--- src/rtl/game_ctrl_param.sv ---
// game_ctrl_param: typing-game flow controller (select, countdown, play,
// pause, finish) with game timer, word counter, option tables and volume.
module game_ctrl_param #(
  parameter int unsigned TICK_DIV  = 10_000_000,
  parameter int unsigned SEC_TICKS = 10,
  parameter int unsigned CD_TICKS  = 30,
  parameter int unsigned VOL_MAX   = 5,
  parameter int unsigned VOL_RST   = 3,
  parameter int unsigned TIME_STEP = 15,
  parameter int unsigned TIME_OPTS = 6,
  parameter int unsigned WORD_STEP = 25,
  parameter int unsigned WORD_OPTS = 4,
  parameter int unsigned VW        = 7
) (
  input  logic               clk,
  input  logic               rst,
  input  logic               start,
  input  logic               sel_up,
  input  logic               sel_down,
  input  logic               vol_up,
  input  logic               vol_down,
  input  logic               pause,
  input  logic               mode_sw,
  input  logic               word_done,
  input  logic               finish,
  output logic               mode,
  output logic [2:0]         state,
  output logic [VW-1:0]      target,
  output logic [VW-1:0]      remaining,
  output logic               timeout,
  output logic [VOL_MAX-1:0] vol,
  output logic [15:0]        led
);

  localparam int unsigned LW   = $clog2(VOL_MAX + 1);
  localparam int unsigned PW   = (TICK_DIV > 1) ? $clog2(TICK_DIV) : 1;
  localparam int unsigned CW   = (CD_TICKS > 0) ? $clog2(CD_TICKS + 1) : 1;
  localparam int unsigned SW   = (SEC_TICKS > 1) ? $clog2(SEC_TICKS) : 1;
  localparam int unsigned BDIV = SEC_TICKS * TICK_DIV;
  localparam int unsigned BW   = (BDIV > 1) ? $clog2(BDIV) : 1;

  localparam logic [VW-1:0] T_STEP = VW'(TIME_STEP);
  localparam logic [VW-1:0] T_MAX  = VW'(TIME_STEP * TIME_OPTS);
  localparam logic [VW-1:0] W_STEP = VW'(WORD_STEP);
  localparam logic [VW-1:0] W_MAX  = VW'(WORD_STEP * WORD_OPTS);

  typedef enum logic [2:0] {
    S_SELECT    = 3'd0,
    S_COUNTDOWN = 3'd1,
    S_INGAME    = 3'd2,
    S_PAUSE     = 3'd3,
    S_FINISH    = 3'd4
  } state_e;

  state_e            state_q, state_d;
  logic              mode_q, mode_d;
  logic [VW-1:0]     time_q, time_d;
  logic [VW-1:0]     word_q, word_d;
  logic [VW-1:0]     rem_q, rem_d;
  logic              timeout_q, timeout_d;
  logic [LW-1:0]     level_q, level_d;
  logic [VOL_MAX-1:0] vol_q, vol_d;
  logic [15:0]       led_q, led_d;
  logic [PW-1:0]     presc_q, presc_d;
  logic [CW-1:0]     cd_q, cd_d;
  logic [SW-1:0]     sec_q, sec_d;
  logic [BW-1:0]     blink_cnt_q, blink_cnt_d;
  logic              blink_q, blink_d;
  logic              tick;

  // Thermometer code: low 'lvl' bits set.
  function automatic logic [VOL_MAX-1:0] therm(input logic [LW-1:0] lvl);
    logic [VOL_MAX-1:0] t;
    t = '0;
    for (int unsigned i = 0; i < VOL_MAX; i++) begin
      if (i < 32'(lvl)) t[i] = 1'b1;
    end
    return t;
  endfunction

  // Status LED pattern: volume bar filled from the top of the low field,
  // state indication in the upper byte.
  function automatic logic [15:0] led_calc(input state_e st, input logic [LW-1:0] lvl,
                                           input logic [CW-1:0] cd, input logic blk);
    logic [15:0] l;
    l = '0;
    for (int unsigned i = 0; i < VOL_MAX; i++) begin
      if (i + 32'(lvl) >= VOL_MAX) l[i] = 1'b1;
    end
    case (st)
      // bit (15-k) lit while k < ceil(8*cd/CD_TICKS), i.e. k*CD_TICKS < 8*cd
      S_COUNTDOWN: begin
        for (int unsigned j = 8; j < 16; j++) begin
          if ((15 - j) * CD_TICKS < 8 * 32'(cd)) l[j] = 1'b1;
        end
      end
      S_PAUSE:  l[15:8] = {8{blk}};
      S_FINISH: l[15:8] = 8'hFF;
      default:  ;
    endcase
    return l;
  endfunction

  // One option-table step with wrap in both directions.
  function automatic logic [VW-1:0] opt_step(input logic [VW-1:0] cur, input logic up,
                                             input logic [VW-1:0] stp, input logic [VW-1:0] top);
    if (up) return (cur >= top) ? stp : cur + stp;
    else    return (cur <= stp) ? top : cur - stp;
  endfunction

  assign state     = state_q;
  assign mode      = mode_q;
  assign target    = mode_q ? word_q : time_q;
  assign remaining = rem_q;
  assign timeout   = timeout_q;
  assign vol       = vol_q;
  assign led       = led_q;

  // Volume level with saturation; vol/led follow the level one cycle later.
  always_comb begin
    level_d = level_q;
    if (vol_up && !vol_down && (level_q < LW'(VOL_MAX))) begin
      level_d = level_q + LW'(1);
    end else if (vol_down && !vol_up && (level_q != '0)) begin
      level_d = level_q - LW'(1);
    end
    vol_d = therm(level_q);
    led_d = led_calc(state_q, level_q, cd_q, blink_q);
  end

  // Free-running blink source so the pause indication moves while the tick
  // prescaler is frozen.
  always_comb begin
    blink_cnt_d = blink_cnt_q + BW'(1);
    blink_d     = blink_q;
    if (blink_cnt_q == BW'(BDIV - 1)) begin
      blink_cnt_d = '0;
      blink_d     = ~blink_q;
    end
  end

  // Game flow: prescaler, countdown, timer/word counting and state changes.
  always_comb begin
    state_d   = state_q;
    mode_d    = mode_q;
    time_d    = time_q;
    word_d    = word_q;
    rem_d     = rem_q;
    timeout_d = timeout_q;
    cd_d      = cd_q;
    sec_d     = sec_q;
    presc_d   = presc_q;
    tick      = 1'b0;

    case (state_q)
      S_COUNTDOWN, S_INGAME: begin
        if (presc_q == PW'(TICK_DIV - 1)) begin
          presc_d = '0;
          tick    = 1'b1;
        end else begin
          presc_d = presc_q + PW'(1);
        end
      end
      S_PAUSE: ;
      default: presc_d = '0;
    endcase

    case (state_q)
      S_SELECT: begin
        mode_d = mode_sw;
        if (sel_up ^ sel_down) begin
          if (mode_sw) word_d = opt_step(word_q, sel_up, W_STEP, W_MAX);
          else         time_d = opt_step(time_q, sel_up, T_STEP, T_MAX);
        end
        if (start) begin
          state_d   = S_COUNTDOWN;
          cd_d      = CW'(CD_TICKS);
          rem_d     = mode_sw ? word_q : time_q;
          timeout_d = 1'b0;
        end
      end
      S_COUNTDOWN: begin
        if (cd_q == '0) begin
          state_d = S_INGAME;
          sec_d   = '0;
        end else if (tick) begin
          cd_d = cd_q - CW'(1);
        end
      end
      S_INGAME: begin
        if (!mode_q) begin
          if (tick) begin
            if (sec_q == SW'(SEC_TICKS - 1)) begin
              sec_d = '0;
              if (rem_q != '0) rem_d = rem_q - VW'(1);
            end else begin
              sec_d = sec_q + SW'(1);
            end
          end
        end else if (word_done && (rem_q != '0)) begin
          rem_d = rem_q - VW'(1);
        end
        if (rem_q == '0) begin
          state_d   = S_FINISH;
          timeout_d = 1'b1;
        end else if (finish) begin
          state_d   = S_FINISH;
          timeout_d = 1'b0;
        end else if (pause) begin
          state_d = S_PAUSE;
        end
      end
      S_PAUSE: begin
        if (start)      state_d = S_SELECT;
        else if (pause) state_d = S_INGAME;
      end
      S_FINISH: begin
        if (start) state_d = S_SELECT;
      end
      default: state_d = S_SELECT;
    endcase
  end

  // State registers with synchronous reset.
  always_ff @(posedge clk) begin
    if (rst) begin
      state_q     <= S_SELECT;
      mode_q      <= 1'b0;
      time_q      <= T_STEP;
      word_q      <= W_STEP;
      rem_q       <= '0;
      timeout_q   <= 1'b0;
      level_q     <= LW'(VOL_RST);
      vol_q       <= therm(LW'(VOL_RST));
      led_q       <= led_calc(S_SELECT, LW'(VOL_RST), CW'(CD_TICKS), 1'b0);
      presc_q     <= '0;
      cd_q        <= CW'(CD_TICKS);
      sec_q       <= '0;
      blink_cnt_q <= '0;
      blink_q     <= 1'b0;
    end else begin
      state_q     <= state_d;
      mode_q      <= mode_d;
      time_q      <= time_d;
      word_q      <= word_d;
      rem_q       <= rem_d;
      timeout_q   <= timeout_d;
      level_q     <= level_d;
      vol_q       <= vol_d;
      led_q       <= led_d;
      presc_q     <= presc_d;
      cd_q        <= cd_d;
      sec_q       <= sec_d;
      blink_cnt_q <= blink_cnt_d;
      blink_q     <= blink_d;
    end
  end

endmodule

--- config.mk ---
export PLATFORM = sky130hd
export DESIGN_NAME = game_ctrl_param
export DESIGN_NICKNAME = d
export VERILOG_FILES = /design/src/rtl/game_ctrl_param.sv
export SDC_FILE = /design/constraint.sdc
export NUM_CORES = 1
export LEC_CHECK = 0
export ABC_AREA = 1
export BUFFER_PORTS_ARGS = -buffer_cell sky130_fd_sc_hd__buf_2
export CORE_MARGIN = 2
export CORE_UTILIZATION = 30
export CTS_CLUSTER_SIZE = 24
export DETAILED_ROUTE_END_ITERATION = 6
export GPL_TIMING_DRIVEN = 1
export REMOVE_ABC_BUFFERS = 1
export SKIP_LAST_GASP = 1
export SYNTH_ARGS = -nofsm -noshare
export SYNTH_HDL_FRONTEND = slang
export SYNTH_SLANG_ARGS = --single-unit
--- constraint.sdc ---
create_clock -name clk -period 5.2 [get_ports clk]
set_clock_uncertainty 0.1 [all_clocks]
set_input_delay 0.52 -clock clk [delete_from_list [all_inputs] [get_ports clk]]
set_output_delay 0.52 -clock clk [all_outputs]
set_load 0.02 [all_outputs]
After elaboration in Yosys (flattened, before gate mapping)
Index checks and enable logic that the tools add are counted.

operators by class
  bitwise gates (word level) = 3
  order comparisons = 23
  mux-type cells = 62
  add/sub/neg operators = 15
  eq/ne operators = 21
  reduce and logical (&&, ||, !) cells = 25

operators by type and width
  operator                 count
  $mux W7                  14
  $pmux W24 S2             1
  $mux W3                  10
  $add A27 B1 Y27 const B  1
  $eq A27 B27 Y1 const B   1
  $add A24 B1 Y24 const B  1
  $eq A24 B24 Y1 const B   1
  $lt A8 B8 Y1 const A     3
  $mux W24                 1
  $pmux W8 S3              1
  $mux W1                  23
  $ne A3 B3 Y1 const B     6
  $ge A4 B3 Y1 const B     4
  $lt A7 B8 Y1 const A     2
  $mux W4                  4
  $mux W5                  3
  $pmux W3 S5              1
  $ge A7 B7 Y1 const B     2
  $ne A2 B2 Y1 const B     7
  $pmux W7 S2              1
  $pmux W5 S2              1
  $reduce_and A3 Y1        3
  $add A2 B3 Y4 const A    2
  $lt A1 B8 Y1 const A     1
  41 further kinds         55

word-level totals
  output and inout port bits = 40
  input bits = 11
  word-level logic and storage cells = 164
  flip-flop bits (word level) = 111

Longest topological paths before layout
Gate-level depths: netlist of run 1.

  depth in word-level cells = 6
  gate-level depth with buffers = 13
  gate-level depth less buffers = 13

Least setup slack after synthesis of run 1
OpenSTA, ideal clock, no wires.

  path type = flip-flop to output port
  from = register mode_q, in the netlist mode
  to = output port target[3]
  data arrival time = 1.239 ns
  buffers on the path = 2
  required time = 4.580 ns
  cell stages (with the launch flop) = 4
  path slack = 3.341 ns
  cell sequence = dfxtp_1 -> clkbuf_1 -> clkbuf_1 -> o21ai_0

on the way
  cells in the longest elaborated chain, start to end = 1

ends and longest elaborated chain
  element                 RTL line  text
  from (decl)             56        logic mode_q, mode_d;
  from (signal assigned)  243       mode_q <= mode_d;
  $mux W7                 113       assign target = mode_q ? word_q : time_q;
  to (decl)               28        output logic [VW-1:0] target,

No other way between the ends.

Worst setup path in the final report of run 1
  from = register state_q[0], in the netlist state[0]
  to = register time_q[6]

on the way
  cells in the longest elaborated chain, start to end = 2

ends and longest elaborated chain
  element                      RTL line  text
  from (decl)                  55        state_e state_q, state_d;
  from (signal assigned)       242       state_q <= state_d;
  $logic_not A3 Y1             168       case (state_q)
  $reduce_and A3 Y1 (no line)  n/a
  to (signal assigned)         244       time_q <= time_d;
  to (decl)                    57        logic [VW-1:0] time_q, time_d;

No other way between the ends.
A chain may end at the register's enable or synchronous reset.

==> metrics.csv, run 1 <==
stage,metric,value,unit
yosys,largest area contributor in the netlist,dfxtp_1,
cells_and_area,layout cell share with drive strength beyond 1,0.0976,
yosys,"flops & latches, synth",108,
yosys,asr flop ratio synth,0,
global_routing,GRT Residual Overflow,0,
worst_setup_path,RR Startpoint,state[0],
cells_and_area,post-route insts no fill,1289,
placed_design,placed cell count,1273,
worst_setup_path,Startpoint Class,flip-flop,
outcome,status,"finished, final reports clean",
timing,Setup WS post-layout,2.94,ns
yosys,Adder-Cell Fraction of Synth Area,0.0503,
cells_and_area,Ant. Diodes,0,
yosys,multiplexer share of the synthesized area,0,
cells_and_area,Layout Cell Area excl Fill,7160,µm²
cells_and_area,"most common cell after layout, fill and taps aside",nand2_1,
routing,1st-pass router iterations,5,
placed_design,dpl hpwl,11.8,mm
clock_network,clock slew at reported path FFs,0.08,ns
die,Initial Util,0.306,
clock_network,CTS resizes,0,
timing,sum of negative setup slack,0,ns
cells_and_area,# nets final,1046,
clock_network,cts bufs inserted,9,
routing,Routed WL per cell,12.4,µm
cells_and_area,area grow syn2layout,10.8,%
yosys,most area-consuming cells after synthesis,"dfxtp_1 33%, nand2_1 13%, inv_1 6.9%, nor2_1 6.7%, nand3_1 6.0%",
yosys,Synth Area in XOR/XNOR,0.0420,
global_routing,initial antenna violation count,1,
power,peak supply drop,0.000194,V
placed_design,Post-Place Setup Slack,2.72,ns
yosys,Synth cell types,46,
timing,Tmin final,2.26,ns
worst_setup_path,last element of the critical path,time_q[6],
clock_network,"Hold-fix buffers, CTS",0,
timing,Final setup violation count,0,
yosys,"EDFF count, synth",0,
cells_and_area,final core utilization,0.340,
clock_network,clk buf depth,2,
clock_network,clock sinks,108,
timing,Slew HR,0.306,
yosys,mapped cell area,6460,µm²
routing,routed vias/inst,4.75,
yosys,Synth Area per Inst,6.60,µm²
timing,Final Hold Fails,0,
worst_setup_path,most frequent CP cell,nor2_1,
clock_network,Root Driver,clkbuf_16,
yosys,Syn. warnings,0,
yosys,Compound-Gate Fraction of Synth Area,0.123,
timing,RSZ-0062 raised after global routing,no,
worst_setup_path,worst path cell trace,nor2_2 -> nand2_2 -> nor3_1 -> o21ai_0 -> inv_1 -> nand2_1 -> nor2_1 -> nor2_1,
worst_setup_path,CP Launch Point,state[0],
yosys,"Primary FF master, synth",dfxtp_1,
routing,DRC viols,0,
hold_path,hold depth,2,
die,Die Ht,151,µm
placed_design,Post-Place Cell Area,6880,µm²
worst_setup_path,Critical Path AT,2.42,ns
timing,Tcrit/Tclk final,0.435,
flow_run,Max-Cap Viols,0,
worst_setup_path,peak per-stage delay on the critical path,0.84,ns
routing,Final ANT Viol Nets,0,
power,Leakage,0.00295,µW
clock_network,Worst-Skew Late Latency,0.36,ns
worst_setup_path,worst r2r path cells,8,
yosys,share of the synthesized area in the top cell type,0.335,
yosys,cell count after synthesis,979,
cells_and_area,most frequent cells in the layout,"227 x nand2_1, 119 x inv_1, 116 x nor2_1",
clock_network,H-tree levels,3,
yosys,largest family of logic cells by synthesized area,simple AND/OR/NAND/NOR gates,
routing,Via Count,6124,
placed_design,port bufs,47,
timing,worst slew pin tran,1.03,ns
die,Rows,53,
hold_path,Hold Path Class,flip-flop to flip-flop,
global_routing,number of global-route vias before repair,5827,
global_routing,largest net degree at the start of global routing,38,
worst_setup_path,critical path's slowest cell,nor3_1,
clock_network,setup bufs post-CTS,0,
routing,Initial DRC Count,322,
worst_setup_path,critical path capture point type,flip-flop,
worst_setup_path,crit-path max FO,11,
placed_design,Final GP Congestion,0.894,
global_routing,All-Layer GR Usage,0.149,
global_routing,first-pass GRT wire length,27.4,mm
power,power per cell area,404,nW/µm²
worst_setup_path,CP required,5.36,ns
yosys,fraction of the mapped netlist area in simple logic gates,0.351,
clock_network,CTS tree,yes,
worst_setup_path,Worst R2R Setup Slack,2.94,ns
die,die area,22700,µm²
worst_setup_path,worst r2r dst,time_q[6],
die,Die W,151,µm
die,total core area,21100,µm²
routing,routed wire length,16.0,mm
timing,Max Freq,443,MHz
yosys,sequential-to-total area share from yosys stat,0.335,
worst_setup_path,Crit Path Category,flip-flop to flip-flop,
die,I/O pin cnt,51,
timing,max-slew violations,0,
## metal layers
layer / wire [µm] / vias up / GRT usage
li1: - / 3220 / -
met1: 7590 / 2780 / 0.195
met2: 7460 / 108 / 0.244
met3: 702 / 14 / 0.0328
met4: 214 / 2 / 0.0477
met5: 13 / - / 0
## worst max-delay path, delay by kind of cell, from the launching register on
family	cells	cell delay [ns]
AND/OR/NAND/NOR	6	1.35
buffers and inverters	1	0.13
flip-flops	1	0.40
AO/OA/AOI/OAI	1	0.20
## cells in the mapped netlist, types with 2 or more instances
master / instances
xor2_1: 24
nand4_1: 21
dfxtp_1: 108
a31oi_1: 4
nand2_2: 7
nand3b_1: 7
nor2_2: 6
inv_2: 5
nand2_1: 227
buf_6: 3
a21oi_1: 63
nor3b_1: 3
buf_4: 6
buf_1: 2
nor2_4: 2
clkbuf_1: 12
nor3_1: 33
nand3_1: 77
o21ai_0: 57
or2_2: 4
o22ai_1: 2
nor2_1: 116
o21ai_2: 2
a21oi_2: 3
o21bai_1: 3
inv_1: 119
ha_1: 26
nand3_2: 2
xnor2_1: 7
o211ai_1: 6
buf_2: 7
## report_power, final
group          leakage (µW)  switching (µW)  internal (µW)
combinational       0.00194             780            375
sequential         0.000880             135            940
clock              0.000136             325            341
total               0.00295            1240           1660
## cells by family (layout without fill, tap and decap cells)
logic type      count (synthesis)  in the layout
other cells                     1              3
simple gates                  512            512
compound gates                146            146
buf+inv                       155            188
xor+xnor                       31             31
flops                         108            108
fa+ha+maj                      26             26
## area by class of cell
class                      instances  area [µm²]
clock buffer                      11         243
tap                              275         344
timing repair buffer              47         235
multi-input combinational        718        3670
sequential                       108        2160
fill                            2326       13900
inverter                         125         470
clock inverter                     5        35.0
## state kept, by name, summed over array words and instances (netlist names)
| register | count |
|---|---|
| blink_cnt_q | 27 |
| presc_q | 24 |
| led | 13 |
| remaining | 7 |
| time_q | 7 |
| word_q | 7 |
| cd_q | 5 |
| vol | 5 |
| sec_q | 4 |
| level_q | 3 |
| state | 3 |
| blink_q | 1 |
| mode | 1 |
| timeout | 1 |
## stage by stage
stage / power [µW] / hold slack, ns
global route: 3150 / 0.383
finish: 2900 / 0.366
global placement: 2250 / 0.349
detailed placement: 2250 / 0.354
floorplan: 1930 / 0.330
CTS: 2930 / 0.372
## worst min path at each step
stage / from / to / slack, ns
global placement: blink_cnt_q[0] / blink_cnt_q[0] / 0.35
global route: blink_cnt_q[0] / blink_cnt_q[0] / 0.38
CTS: blink_cnt_q[0] / blink_cnt_q[0] / 0.37
detailed placement: blink_cnt_q[0] / blink_cnt_q[0] / 0.35
floorplan: blink_cnt_q[0] / blink_cnt_q[0] / 0.33
finish: blink_q / blink_q / 0.37
Power figures use the tool's default switching activity.
==> inputs of run 2 (changes only) <==
- clock period: 5.2 -> 2.4 ns (I/O delays scaled with it)
==> run 2 against run 1 <==
Net effect: combinational power up 120%; final area up 0.70%; global-route usage shrank 0.38 points; register-to-register slack worse by 2.6 ns; hold slack lost 0.24 ns; critical path depth up 2; die area unchanged; wire length grew 1.5%; critical path type unchanged; largest power group unchanged; highest routed layer unchanged.
==> metrics.csv, run 2 (same netlist as run 1, synthesis figures left out) <==
stage,metric,value,unit,change
flow_run,Max-Cap Viols,0,,unchanged
worst_setup_path,worst r2r path cells,10,,was 8
placed_design,Post-Place Setup Slack,0.334,ns,was 2.72 ns
placed_design,Post-Place Cell Area,6940,µm²,was 6880 µm²
timing,Tcrit/Tclk final,0.873,,was 0.435
cells_and_area,max reg flops,27,,unchanged
global_routing,largest net degree at the start of global routing,37,,was 38
worst_setup_path,Worst R2R Setup Slack,0.31,ns,was 2.94 ns
die,Initial Util,0.306,,unchanged
cells_and_area,Fillers,2318,,was 2326
routing,Routed WL per cell,12.5,µm,was 12.4 µm
cells_and_area,Ant. Diodes,0,,unchanged
clock_network,clk buf depth,2,,unchanged
global_routing,first-pass GRT wire length,26.6,mm,was 27.4 mm
clock_network,Worst-Skew Late Latency,0.36,ns,about the same
worst_setup_path,critical path capture point type,flip-flop,,unchanged
clock_network,cts bufs inserted,9,,unchanged
hold_path,Hold Path Class,input port to flip-flop,,was flip-flop to flip-flop
worst_setup_path,CP Launch Point,state[0],,unchanged
cells_and_area,layout cell share with drive strength beyond 1,0.103,,was 0.0976
global_routing,number of global-route vias before repair,5484,,was 5827
timing,Setup WS post-layout,0.306,ns,was 2.94 ns
hold_path,hold depth,4,,was 2
clock_network,clock slew at reported path FFs,0.08,ns,about the same
die,total core area,21100,µm²,unchanged
power,peak supply drop,0.000514,V,was 0.000194 V
routing,1st-pass router iterations,6,,was 5
cells_and_area,largest register by flop count,blink_cnt_q,,unchanged
placed_design,placed cell count,1279,,was 1273
cells_and_area,post-route insts no fill,1295,,was 1289
timing,Tmin final,2.09,ns,was 2.26 ns
timing,sum of negative setup slack,0,ns,unchanged
clock_network,Root Driver,clkbuf_16,,unchanged
global_routing,initial antenna violation count,1,,unchanged
die,I/O pin cnt,51,,unchanged
worst_setup_path,worst r2r dst,remaining[3],,was time_q[6]
routing,DRC viols,0,,unchanged
die,die area,22700,µm²,unchanged
worst_setup_path,Critical Path AT,2.30,ns,was 2.42 ns
placed_design,dpl hpwl,11.9,mm,was 11.8 mm
worst_setup_path,Startpoint Class,flip-flop,,unchanged
timing,Final Hold Fails,0,,unchanged
cells_and_area,"most common cell after layout, fill and taps aside",nand2_1,,unchanged
power,Leakage,0.00298,µW,was 0.00295 µW
die,Die W,151,µm,unchanged
clock_network,setup bufs post-CTS,0,,unchanged
clock_network,clock sinks,108,,unchanged
global_routing,GRT Residual Overflow,0,,unchanged
clock_network,CTS resizes,0,,unchanged
clock_network,CTS tree,yes,,unchanged
worst_setup_path,CP required,2.61,ns,was 5.36 ns
hold_path,Worst Hold Path EP,state[1],,was blink_q
cells_and_area,area grow syn2layout,11.6,%,was 10.8%
cells_and_area,most frequent cells in the layout,"227 x nand2_1, 119 x inv_1, 116 x nor2_1",,unchanged
global_routing,All-Layer GR Usage,0.145,,was 0.149
worst_setup_path,RR Startpoint,state[0],,unchanged
routing,routed wire length,16.2,mm,was 16.0 mm
routing,Via Count,6175,,was 6124
worst_setup_path,Crit Path Category,flip-flop to flip-flop,,unchanged
placed_design,port bufs,47,,unchanged
cells_and_area,Layout Cell Area excl Fill,7210,µm²,was 7160 µm²
routing,Final ANT Viol Nets,0,,unchanged
cells_and_area,# nets final,1052,,was 1046
placed_design,Final GP Congestion,0.877,,was 0.894
timing,Max Freq,477,MHz,was 443 MHz
clock_network,H-tree levels,3,,unchanged
die,Rows,53,,unchanged
outcome,status,"finished, final reports clean",,unchanged
power,power per cell area,873,nW/µm²,was 404 nW/µm²
routing,Initial DRC Count,372,,was 322
timing,Slew HR,0.656,,was 0.306
die,Die Ht,151,µm,unchanged
clock_network,"Hold-fix buffers, CTS",0,,unchanged
timing,RSZ-0062 raised after global routing,no,,unchanged
timing,worst slew pin tran,0.516,ns,was 1.03 ns
hold_path,hold_sp,pause,,was blink_q
timing,max-slew violations,0,,unchanged
routing,routed vias/inst,4.77,,was 4.75
worst_setup_path,crit-path max FO,15,,was 11
timing,Final setup violation count,0,,unchanged
-- run 2: worst max-delay path, cell delays in order, from the launching register on --
cell	delay, ns
dfxtp_1	0.48
nor2_2	0.11
nand2_2	0.23
inv_2	0.16
nand3_1	0.11
nand2_1	0.06
nor2_2	0.42
nand2_1	0.14
nand2_1	0.08
nand2_1	0.04
nor2_1	0.08
-- run 2: worst max path at each step --
stage / to / slack [ns] / depth (start not counted)
finish: remaining[3] / 0.31 / 10
global route: remaining[3] / 0.06 / 10
CTS: remaining[3] / 0.31 / 13
detailed placement: remaining[3] / 0.33 / 10
global placement: remaining[3] / 0.38 / 10
floorplan: remaining[3] / 0.45 / 13
-- run 2: layout make-up --
class / instances / area, µm² / area share
Clock buffer: 10 / 229 / 0.0318
Tap cell: 275 / 344 / 0.0477
Multi-Input combinational cell: 718 / 3670 / 0.509
Clock inverter: 6 / 41.3 / 0.00573
Timing Repair Buffer: 53 / 293 / 0.0406
Sequential cell: 108 / 2160 / 0.300
Inverter: 125 / 470 / 0.0652
-- run 2: metal layers --
layer  global-route usage  wire [µm]
met1                0.184       7570
met3               0.0395        783
met4               0.0435        273
met5                    0         12
met2                0.241       7590
-- run 2: stage by stage --
stage | hold WS, ns | utilization | power (µW)
2_1_floorplan | 0.209 | - | 4180
3_3_place_gp | 0.340 | 0.329 | 4890
3_5_place_dp | 0.356 | 0.329 | 4900
4_1_cts | 0.119 | 0.342 | 6360
5_1_grt | 0.134 | 0.342 | 6800
6_report | 0.122 | 0.342 | 6290
-- run 2: where the power goes --
part	leakage, µW	switching (µW)	internal, µW
combinational	0.00197	1720	837
sequential	0.000880	263	2030
clock	0.000124	736	704
